==> src/rtl/instr_fetch_queue.sv <==
// Instruction fetch queue: issues instruction-memory reads, buffers returned words
// with their PCs, and hands them to decode over a valid/ready handshake.
module instr_fetch_queue #(
  parameter int              DEPTH    = 4,
  parameter int              PC_W     = 16,
  parameter logic [PC_W-1:0] RESET_PC = '0
) (
  input  logic                     clk,
  input  logic                     rst_n,
  output logic                     im_re,
  output logic [PC_W-1:0]          im_addr,
  input  logic [31:0]              im_rdata,
  output logic [31:0]              instr,
  output logic [PC_W-1:0]          instr_pc,
  output logic [PC_W-1:0]          nxt_pc,
  output logic                     instr_vld,
  input  logic                     instr_rdy,
  input  logic                     redirect,
  input  logic [PC_W-1:0]          redirect_pc,
  input  logic                     hlt,
  output logic [$clog2(DEPTH):0]   count
);

  localparam int AW = $clog2(DEPTH);
  localparam int CW = AW + 1;

  logic [31:0]     q_instr [DEPTH];
  logic [PC_W-1:0] q_pc    [DEPTH];
  logic [AW-1:0]   head;
  logic [AW-1:0]   tail;
  logic [CW-1:0]   count_r;
  logic [PC_W-1:0] pc_p0;
  logic [PC_W-1:0] pc_p1;
  logic            vld_p1;
  logic            halted;

  logic            deq;
  logic            hlt_acc;
  logic            redir;
  logic            flush;
  logic            enq;
  logic [CW:0]     occ;

  assign instr_vld = (count_r != '0);
  assign deq       = instr_vld && instr_rdy;
  assign hlt_acc   = hlt && deq;
  // Halt beats redirect; a redirect arriving after halt has no effect.
  assign redir     = redirect && !halted && !hlt_acc;
  assign flush     = hlt_acc || redir;
  assign enq       = vld_p1 && !flush;

  // Credit check counts the outstanding read but ignores a same-cycle dequeue.
  assign occ   = {1'b0, count_r} + (CW+1)'(vld_p1);
  assign im_re = !halted && !redirect && !hlt_acc && (occ < (CW+1)'(DEPTH));

  assign im_addr  = pc_p0;
  assign instr    = q_instr[head];
  assign instr_pc = q_pc[head];
  assign nxt_pc   = instr_pc + 1'b1;
  assign count    = count_r;

  // Stage p0 -> p1: address issue, PC advance and in-flight tracking
  always_ff @(posedge clk or negedge rst_n) begin
    if (!rst_n) begin
      pc_p0  <= RESET_PC;
      pc_p1  <= '0;
      vld_p1 <= 1'b0;
      halted <= 1'b0;
    end else begin
      halted <= halted | hlt_acc;
      vld_p1 <= im_re;
      if (im_re) begin
        pc_p1 <= pc_p0;
      end
      if (redir) begin
        pc_p0 <= redirect_pc;
      end else if (im_re) begin
        pc_p0 <= pc_p0 + 1'b1;
      end
    end
  end

  // Stage p1 -> queue: capture returned word at tail, retire head on handshake
  always_ff @(posedge clk or negedge rst_n) begin
    if (!rst_n) begin
      head    <= '0;
      tail    <= '0;
      count_r <= '0;
      for (int i = 0; i < DEPTH; i++) begin
        q_instr[i] <= '0;
        q_pc[i]    <= '0;
      end
    end else if (flush) begin
      head    <= '0;
      tail    <= '0;
      count_r <= '0;
    end else begin
      if (enq) begin
        q_instr[tail] <= im_rdata;
        q_pc[tail]    <= pc_p1;
        tail          <= tail + 1'b1;
      end
      if (deq) begin
        head <= head + 1'b1;
      end
      case ({enq, deq})
        2'b10:   count_r <= count_r + 1'b1;
        2'b01:   count_r <= count_r - 1'b1;
        default: count_r <= count_r;
      endcase
    end
  end

  a_count_bound: assert property (@(posedge clk) disable iff (!rst_n)
    count_r <= CW'(DEPTH));
  a_no_enq_full: assert property (@(posedge clk) disable iff (!rst_n)
    !(enq && (count_r == CW'(DEPTH))));

endmodule

==> config.mk <==
export PLATFORM = sky130hd
export DESIGN_NAME = instr_fetch_queue
export DESIGN_NICKNAME = d
export VERILOG_FILES = /design/src/rtl/instr_fetch_queue.sv
export SDC_FILE = /design/constraint.sdc
export NUM_CORES = 1
export LEC_CHECK = 0
export ABC_AREA = 1
export BUFFER_PORTS_ARGS = -buffer_cell sky130_fd_sc_hd__buf_2
export CAP_MARGIN = 20
export CORE_UTILIZATION = 56
export CTS_CLUSTER_DIAMETER = 40
export DETAILED_ROUTE_END_ITERATION = 16
export GPL_TIMING_DRIVEN = 0
export PLACE_DENSITY = 0.87
export SYNTH_ARGS = -nofsm -noshare
export SYNTH_HDL_FRONTEND = slang
export SYNTH_SLANG_ARGS = --single-unit
==> constraint.sdc <==
create_clock -name clk -period 4 [get_ports clk]
set_input_delay 1 -clock clk [delete_from_list [all_inputs] [get_ports clk]]
set_output_delay 1 -clock clk [all_outputs]
set_load 0.05 [all_outputs]
After elaboration in Yosys (flattened, before gate mapping):

Cells that the tools add are included.

* bits of input ports: 53
* logic and storage cells: 72
* output and inout bits: 85
* register bits after elaboration: 233

* order comparisons: 4
* add/sub/neg operators: 7
* equality and inequality tests: 2
* reduce and logical (&&, ||, !) cells: 20
* bitwise operators: 4
* muxes and demuxes: 20

Operators by type and width (count)
* bitwise mux 128 bit: 1
* two-way mux 32 bit: 3
* two-way mux 16 bit: 5
* binary-select mux 32 bit (select 2 bit): 1
* bitwise mux 64 bit: 1
* demux 32 bit (select 2 bit): 1
* adder 16 x 1 -> 16 bit (second input constant): 2
* binary-select mux 16 bit (select 2 bit): 1
* demux 16 bit (select 2 bit): 1
* logical AND 1 bit: 9
* two-way mux 2 bit: 4
* >= comparator 3 bit (second input constant): 2
* inverter 2 -> 3 bit: 2
* one-hot mux 3 bit (2 select lines): 1
* nonzero test 2 bit: 3
* nonzero test 3 bit: 2
* adder 2 x 1 -> 2 bit (second input constant): 2
* adder 3 x 1 -> 4 bit: 1
* zero test 1 bit: 4
* less-than comparator 4 x 3 -> 1 bit (second input constant): 1
* adder 3 x 1 -> 3 bit (second input constant): 1
* less-than comparator 3 x 1 -> 1 bit (second input constant): 1
* two-way mux 3 bit: 1
* subtractor 3 x 1 -> 3 bit (second input constant): 1
* other kinds (6): 6

Longest topological paths before layout:

Gate-level depths: netlist (run 1).

* depth in word-level cells: 11
* mapped depth: 13
* mapped depth without buffers: 13

Worst setup path before layout (run 1):

OpenSTA, ideal clock, no wires.

* kind: flip-flop to output port
* from: reg head[1]
* to: out nxt_pc[8]
* cell stages (with the launch flop): 11
* arrival: 2.704 ns
* path buffers: 2
* path slack: 0.296 ns
* data required time: 3.000 ns
* path through: dfrtp_1 -> inv_1 -> buf_2 -> buf_2 -> nand2_1 -> nand2_1 -> ha_1 -> nand2_1 -> nor2_1 -> nand2_1 -> xor2_1

* longest elaborated chain between the ends: 5

RTL lines
* start: declaration: RTL line 29 `logic [AW-1:0] head;`
* start signal: assignment: RTL line 104 `head <= head + 1'b1;`
* inverter 2 -> 3 bit (implied by the code): RTL line 58 `assign instr_pc = q_pc[head];`
* binary-select mux 16 bit (select 2 bit): RTL line 58
* two-way mux 16 bit (implied by the code) (2 in series): RTL line 58
* net instr_pc[1]: RTL line 14 `output logic [PC_W-1:0] instr_pc,`
* adder 16 x 1 -> 16 bit: RTL line 59 `assign nxt_pc = instr_pc + 1'b1;`
* end: declaration: RTL line 15 `output logic [PC_W-1:0] nxt_pc,`

The timed path passes the listed nets, and every way through them passes these cells. The select of a mux whose other input is x is not followed.

Final worst setup path (run 1):

* from: reg head[0]
* to: out instr[24]

* longest elaborated chain between the ends: 4

RTL lines
* inverter 2 -> 3 bit (implied by the code): RTL line 57 `assign instr = q_instr[head];`
* binary-select mux 32 bit (select 2 bit): RTL line 57
* two-way mux 32 bit (implied by the code) (2 in series): RTL line 57
* end: declaration: RTL line 13 `output logic [31:0] instr,`

No other way between the ends. The select of a mux whose other input is x is not followed.

==> results_dict.tcl, run 1 <==
set metrics [dict create \
    fin_setup_tns_ns 0 \
    place.port_buffers 137 \
    grt_util_all_layers_pct 34.1 \
    setup_ws_ns 0.106 \
    root_buffer "clkbuf_16" \
    crit_path_max_incr_delay_ns 0.51 \
    yosys.area_share.simple_pct 27.6 \
    avgSynthCellArea_sq_um 7.57 \
    drive_gt1_share_pct 15.3 \
    cts.htree.levels 2 \
    ant_nets 0 \
    crit_type "flip-flop to output pin" \
    cts_tree "done" \
    ir_drop_uv 355 \
    drt-pass1-iter-count 8 \
    drc_errors 0 \
    wirelength_um 35800 \
    area_growth_pct 19.3 \
    power_frac_seq_pct 41.8 \
    synth_top_family_by_area "simple AND/OR/NAND/NOR gates" \
    p_per_area_nw_per_um2 406 \
    slew_headroom_pct 53.0 \
    crit_top_cell "buf_2" \
    crit_chain "buf_2, inv_2, buf_2, buf_2, clkbuf_1, nor2_1, o22ai_1, buf_2" \
    gp_congestion 0.911 \
    fin_crit_sh_pct 97.4 \
    timing.rr.start "vld_p1$_DFF_PN0_" \
    cellInternalPower_mw 4.29 \
    crit_path_end_kind "output pin" \
    synth_area_sq_um 11800 \
    die-area_sq_um 21600 \
    slew_violations 0 \
    r2r_end "count[2]$_DFFE_PN0P_" \
    hold_buffers 0 \
    max_cap_violations 0 \
    p_sw_share_pct 24.7 \
    wl_per_cell_um 17.7 \
    fillCellCount 1566 \
    clock_latency_ns 0.52 \
    cts_resized 1 \
    power_frac_clock_pct 52.6 \
    leakagePower_nw 7.78 \
    hpwl_um 24000 \
    startpoint_type "flip-flop" \
    setup_viol 0 \
    vias 11900 \
    clock-sinks 233 \
    synth-xor-area-share_pct 0.894 \
    synth.area.mux_share_pct 0 \
    die_x_um 147 \
    cts_made_buffers 35 \
    finalNetCount 1790 \
    period_needed_ns 3.89 \
    power.share.combinational_pct 5.6 \
    switchingPower_mw 1.41 \
    setup.worst_path.start "head[0]$_DFFE_PN0P_" \
    hp-class "input pin to async pin" \
    worstPathMaxFanout 10 \
    synth.ff_latch_count 233 \
    r2r_slack_ns 1.71 \
    detailedPlace.worstSlack_ns 0.477 \
    status "finished clean" \
    syn_inst 1554 \
    ys_types 33 \
    overflow 0 \
    slowest_stage "clkbuf_1" \
    cp_data_arrival_time_ns 2.89 \
    path_clk_slew_ns 0.05 \
    synthAdderAreaFrac_pct 0.809 \
    cp.required_ns 3.00 \
    dr.first_iter.drc_count 1278 \
    achievable-frequency_mhz 257 \
    seq_area_frac_synth_pct 49.6 \
    worst_pin_slew_ns 0.706 \
    grt_max_degree 86 \
    antenna_found_initial 1 \
    row_count 52 \
    die_h_um 147 \
    viasPerCell 5.88 \
    finClkSkew_ns 0.0242 \
    p_total_mw 5.70 \
    yosys_warnings 0 \
    reg2regPathDepth 10 \
    clk_path_buf_depth 3 \
    core_sq_um 20400 \
    syn_nets 1614 \
    grt_pass1_wl_um 58500 \
    floorplan.initialDensity_pct 57.6 \
    ios 138 \
    first_global_vias 11600 \
    finalHoldViolations 0 \
    cts_setup_buffers 0 \
    synth_compound_area_share_pct 14.8 \
]
-- worst max-delay path by stage --
stage / to / slack (ns) / depth (start not counted)
after global routing: nxt_pc[8] / -0.04 / 11
final: instr[24] / 0.11 / 8
after detailed placement: nxt_pc[8] / 0.48 / 11
after CTS: nxt_pc[8] / 0.009 / 11
after global placement: q_pc[57]$_DFFE_PN0P_ / -2.11 / 1
after floorplan: nxt_pc[8] / 0.30 / 10
-- power by group through the flow --
| stage | clock [mW] | combinational [mW] | sequential [mW] |
|---|---|---|---|
| 2_1_floorplan | 0 | 0.125 | 2.46 |
| 5_1_grt | 3.10 | 0.346 | 2.38 |
| 4_1_cts | 3.00 | 0.318 | 2.38 |
| 6_report | 3.00 | 0.321 | 2.38 |
| 3_3_place_gp | 0 | 0.305 | 2.42 |
| 3_5_place_dp | 0 | 0.315 | 2.42 |
-- placed cells by master, fill, tap and decap left out, types with 9 or more instances in the layout --
master     Yosys  layout
nand3_1       61      61
inv_1         47      47
clkbuf_1      50      55
o21ai_1      106     106
clkbuf_16      0      36
a21oi_1       10      10
buf_6         17      17
o21ai_0      177     177
dfrtp_1      233     233
nor2_1       101      99
nand4_1        9       9
xor2_1        11      11
o22ai_1       37      37
nand2_1      618     618
buf_2         26     159
-- metal layers --
layer / GRT usage, % / part of all wire [%] / vias to the layer above / wire length [um]
met2: 54.0 / 46 / 783 / 16600
met4: 16.1 / 3.7 / 0 / 1330
li1: - / - / 5403 / -
met1: 45.3 / 39 / 5621 / 14000
met5: 0 / 0 / - / 0
met3: 6.68 / 11 / 121 / 3890
-- kinds of logic (layout without fill, tap and decap cells) --
group | after synthesis | in the layout
buffers and inverters | 153 | 355
adder cells (fa/ha/maj) | 7 | 7
other | 0 | 1
AO/OA/AOI/OAI | 335 | 335
XOR/XNOR | 12 | 12
flip-flops | 233 | 233
AND/OR/NAND/NOR | 814 | 814
-- cell type report --
type	count	area, sq um	area share [%]
Antenna cell	1	2.50	0.0178
Buffer	102	563	4.01
Clock buffer	47	1000	7.14
Clock inverter	16	164	1.17
Inverter	51	194	1.38
Multi-Input combinational cell	1168	5180	37.0
Sequential cell	233	5830	41.6
Tap cell	270	338	2.41
Timing Repair Buffer	139	753	5.37
-- sequential cells by signal (all words and copies together) (netlist names) --
name,cells
head,2
vld_p1,1
im_addr,16
count,3
halted,1
pc_p1,16
tail,2
q_instr,128
q_pc,64
-- synth_stat cells --
cell / number / area [sq um]
a21oi_1: 10 / 50.1
a22oi_1: 1 / 7.51
a32oi_1: 1 / 8.76
buf_1: 5 / 18.8
buf_2: 26 / 130
buf_4: 4 / 30.0
buf_6: 17 / 191
clkbuf_1: 50 / 188
dfrtp_1: 233 / 5830
fa_1: 1 / 20.0
ha_1: 6 / 75.1
inv_1: 47 / 176
inv_2: 3 / 11.3
inv_4: 1 / 6.26
nand2_1: 618 / 2320
nand2_2: 1 / 6.26
nand2_4: 2 / 22.5
nand3_1: 61 / 305
nand3_4: 1 / 17.5
nand3b_1: 1 / 7.51
nand4_1: 9 / 56.3
nor2_1: 101 / 379
nor2_2: 5 / 31.3
nor2_4: 2 / 22.5
nor3_1: 7 / 35.0
o211ai_1: 1 / 7.51
o21ai_0: 177 / 886
o21ai_1: 106 / 531
o22ai_1: 37 / 231
o31ai_1: 2 / 15.0
or2_2: 6 / 37.5
xnor2_1: 1 / 8.76
xor2_1: 11 / 96.3
-- metrics by stage --
step                instance area [sq um]  hold slack [ns]  cells  util, %
global route                        14000            0.477   2027     68.7
detailed placement                  12800            0.460   1963     62.9
CTS                                 14000            0.460   2026     68.6
finish                              14000            0.430   2027     68.7
global placement                    12800            0.453   1961     62.6
floorplan                           11800            0.441   1554        -
-- worst max-delay path, delay by kind of cell, from the launching register on --
| family | cells | cell delay (ns) |
|---|---|---|
| and+or+nand+nor | 1 | 0.10 |
| AOI/OAI and AO/OA | 1 | 0.28 |
| DFF | 1 | 0.35 |
| buffers and inverters | 6 | 1.64 |
Note: power is estimated with default switching activity, not from simulation.
==> run 2, diff against run 1 <==
==> constraint.sdc (replaced) <==
create_clock -name clk -period 5 [get_ports clk]
set_input_delay 1.25 -clock clk [delete_from_list [all_inputs] [get_ports clk]]
set_output_delay 1.25 -clock clk [all_outputs]
set_load 0.05 [all_outputs]
==> results_dict.tcl, run 2 (synthesis gave the netlist of run 1 again) <==
set metrics [dict create \
    ant_nets 0 \
    cp_num_cells 11 \
    reg2regPathDepth 10 \
    finalHoldViolations 0 \
    antenna_found_initial 1 \
    largest_reg_flops 128 \
    die_h_um 147 \
    finClkSkew_ns 0.0218 \
    grt_max_degree 86 \
    core_sq_um 20400 \
    fin_setup_tns_ns 0 \
    grt_util_all_layers_pct 34.1 \
    crit_path_max_incr_delay_ns 0.41 \
    rsz0062_at_grt "no" \
    worstPathMaxFanout 10 \
    period_needed_ns 4.43 \
    root_buffer "clkbuf_16" \
    r2r_slack_ns 2.72 \
    setup_viol 0 \
    timing.rr.start "vld_p1$_DFF_PN0_" \
    floorplan.initialDensity_pct 57.6 \
    leakagePower_nw 7.78 \
    cp_data_arrival_time_ns 3.18 \
    viasPerCell 5.87 \
    gp_congestion 0.911 \
    grtUsageMet2_pct 53.9 \
    slew_violations 0 \
    path_buf_inv 4 \
    vias 11900 \
    first_global_vias 11700 \
    drc_errors 0 \
    wl_per_cell_um 17.7 \
    wirelength_um 35800 \
    busiest_layer "met2" \
    reg.largest.list "q_instr: 128 flops, q_pc: 64 flops" \
    cts_setup_buffers 0 \
    finalNetCount 1790 \
    clock_latency_ns 0.52 \
    overflow 0 \
    crit_type "flip-flop to output pin" \
    setup_ws_ns 0.566 \
    final_util_pct 68.6 \
    hold_end "q_instr[38]$_DFFE_PN0P_" \
    hpwl_um 24000 \
    dr.first_iter.drc_count 1228 \
    achievable-frequency_mhz 226 \
    drt-pass1-iter-count 5 \
    cp.required_ns 3.75 \
    cts.htree.levels 2 \
    grt_pass1_wl_um 58500 \
    row_count 52 \
    path_clk_slew_ns 0.05 \
    cts_resized 0 \
    hp-class "flip-flop to flip-flop" \
    clock-sinks 233 \
    cts_tree "done" \
    crit_chain "inv_1, buf_2, buf_2, nand2_1, nand2_1, ha_1, nand2_1, nor2_1, nand2_1, xor2_1, buf_2" \
    cts_made_buffers 35 \
    worst_pin_slew_ns 0.689 \
    min_from "q_instr[38]$_DFFE_PN0P_" \
    fin_crit_sh_pct 88.7 \
    crit_path_end_kind "output pin" \
    hold_slack_ns 0.472 \
    slew_headroom_pct 54.1 \
    startpoint_type "flip-flop" \
    mostFrequentLayoutCells "618 x nand2_1, 233 x dfrtp_1, 177 x o21ai_0, 162 x buf_2, 106 x o21ai_1" \
    final_common_cell "nand2_1" \
    crit_top_cell "nand2_1" \
    max_cap_violations 0 \
    detailedPlace.worstSlack_ns 1.23 \
    p_total_mw 4.56 \
    critPathTopFamily "buffers and inverters" \
    die-area_sq_um 21600 \
    r2r_end "count[2]$_DFFE_PN0P_" \
    p_per_area_nw_per_um2 325 \
    status "finished clean" \
    place.port_buffers 137 \
    ir_drop_uv 284 \
    grt_use_met1_pct 45.3 \
    hold_buffers 0 \
    slowest_stage "dfrtp_1" \
    max_flop_register "q_instr" \
    area_growth_pct 19.2 \
    die_x_um 147 \
    drive_gt1_share_pct 15.1 \
    holdPathStages 2 \
    ios 138 \
    grt_util_met3_pct 6.74 \
    clk_path_buf_depth 3 \
]
run 2: cell count changes in the layout (fill, tap and decap cells not counted):
cell / delta
buf_2: +3
buf_4: -2
clkbuf_4: -1
diode_2: +1
ha_1: +1
ha_2: -1
nor2_1: +2
nor2_2: -2
run 2: area by class of cell:
class / instances / area (sq um)
fill: 1571 / 6410
buffer: 102 / 558
tap: 270 / 338
antenna: 2 / 5.00
timing repair buffer: 139 / 751
clock buffer: 47 / 1000
clock inverter: 16 / 164
inverter: 51 / 194
multi-input combinational: 1168 / 5180
sequential: 233 / 5830
run 2: how the worst max path moves through the flow:
stage / from / end / slack, ns
finish: head[1]$_DFFE_PN0P_ / nxt_pc[8] / 0.57
global route: head[1]$_DFFE_PN0P_ / nxt_pc[8] / 0.43
CTS: head[1]$_DFFE_PN0P_ / nxt_pc[8] / 0.67
detailed placement: head[1]$_DFFE_PN0P_ / nxt_pc[8] / 1.23
global placement: rst_n / q_pc[57]$_DFFE_PN0P_ / -1.36
floorplan: head[1]$_DFFE_PN0P_ / nxt_pc[8] / 1.05
run 2: tightest hold or removal path, cell delays in order (launching register included):
cell and delay, ns:
dfrtp_1 0.33, o21ai_1 0.06, nand2_1 0.05
run 2: routing by layer:
layer,vias up,wire (um)
met5,-,0
met4,0,1290
met3,110,3800
met2,743,16700
met1,5651,14100
li1,5397,-
run 2: power by group:
part / internal [mW] / leakage [nW] / switching, mW / total [mW]
clock network: 1.48 / 0.569 / 0.916 / 2.40
logic: 0.0573 / 4.03 / 0.198 / 0.256
registers: 1.90 / 3.19 / 0.0116 / 1.91
total: 3.43 / 7.78 / 1.13 / 4.56
run 2: stage by stage:
stage               cell area [sq um]  cells
floorplan                       11800   1554
global route                    14000   2027
CTS                             14000   2026
global placement                12800   1961
detailed placement              12800   1963
finish                          14000   2028
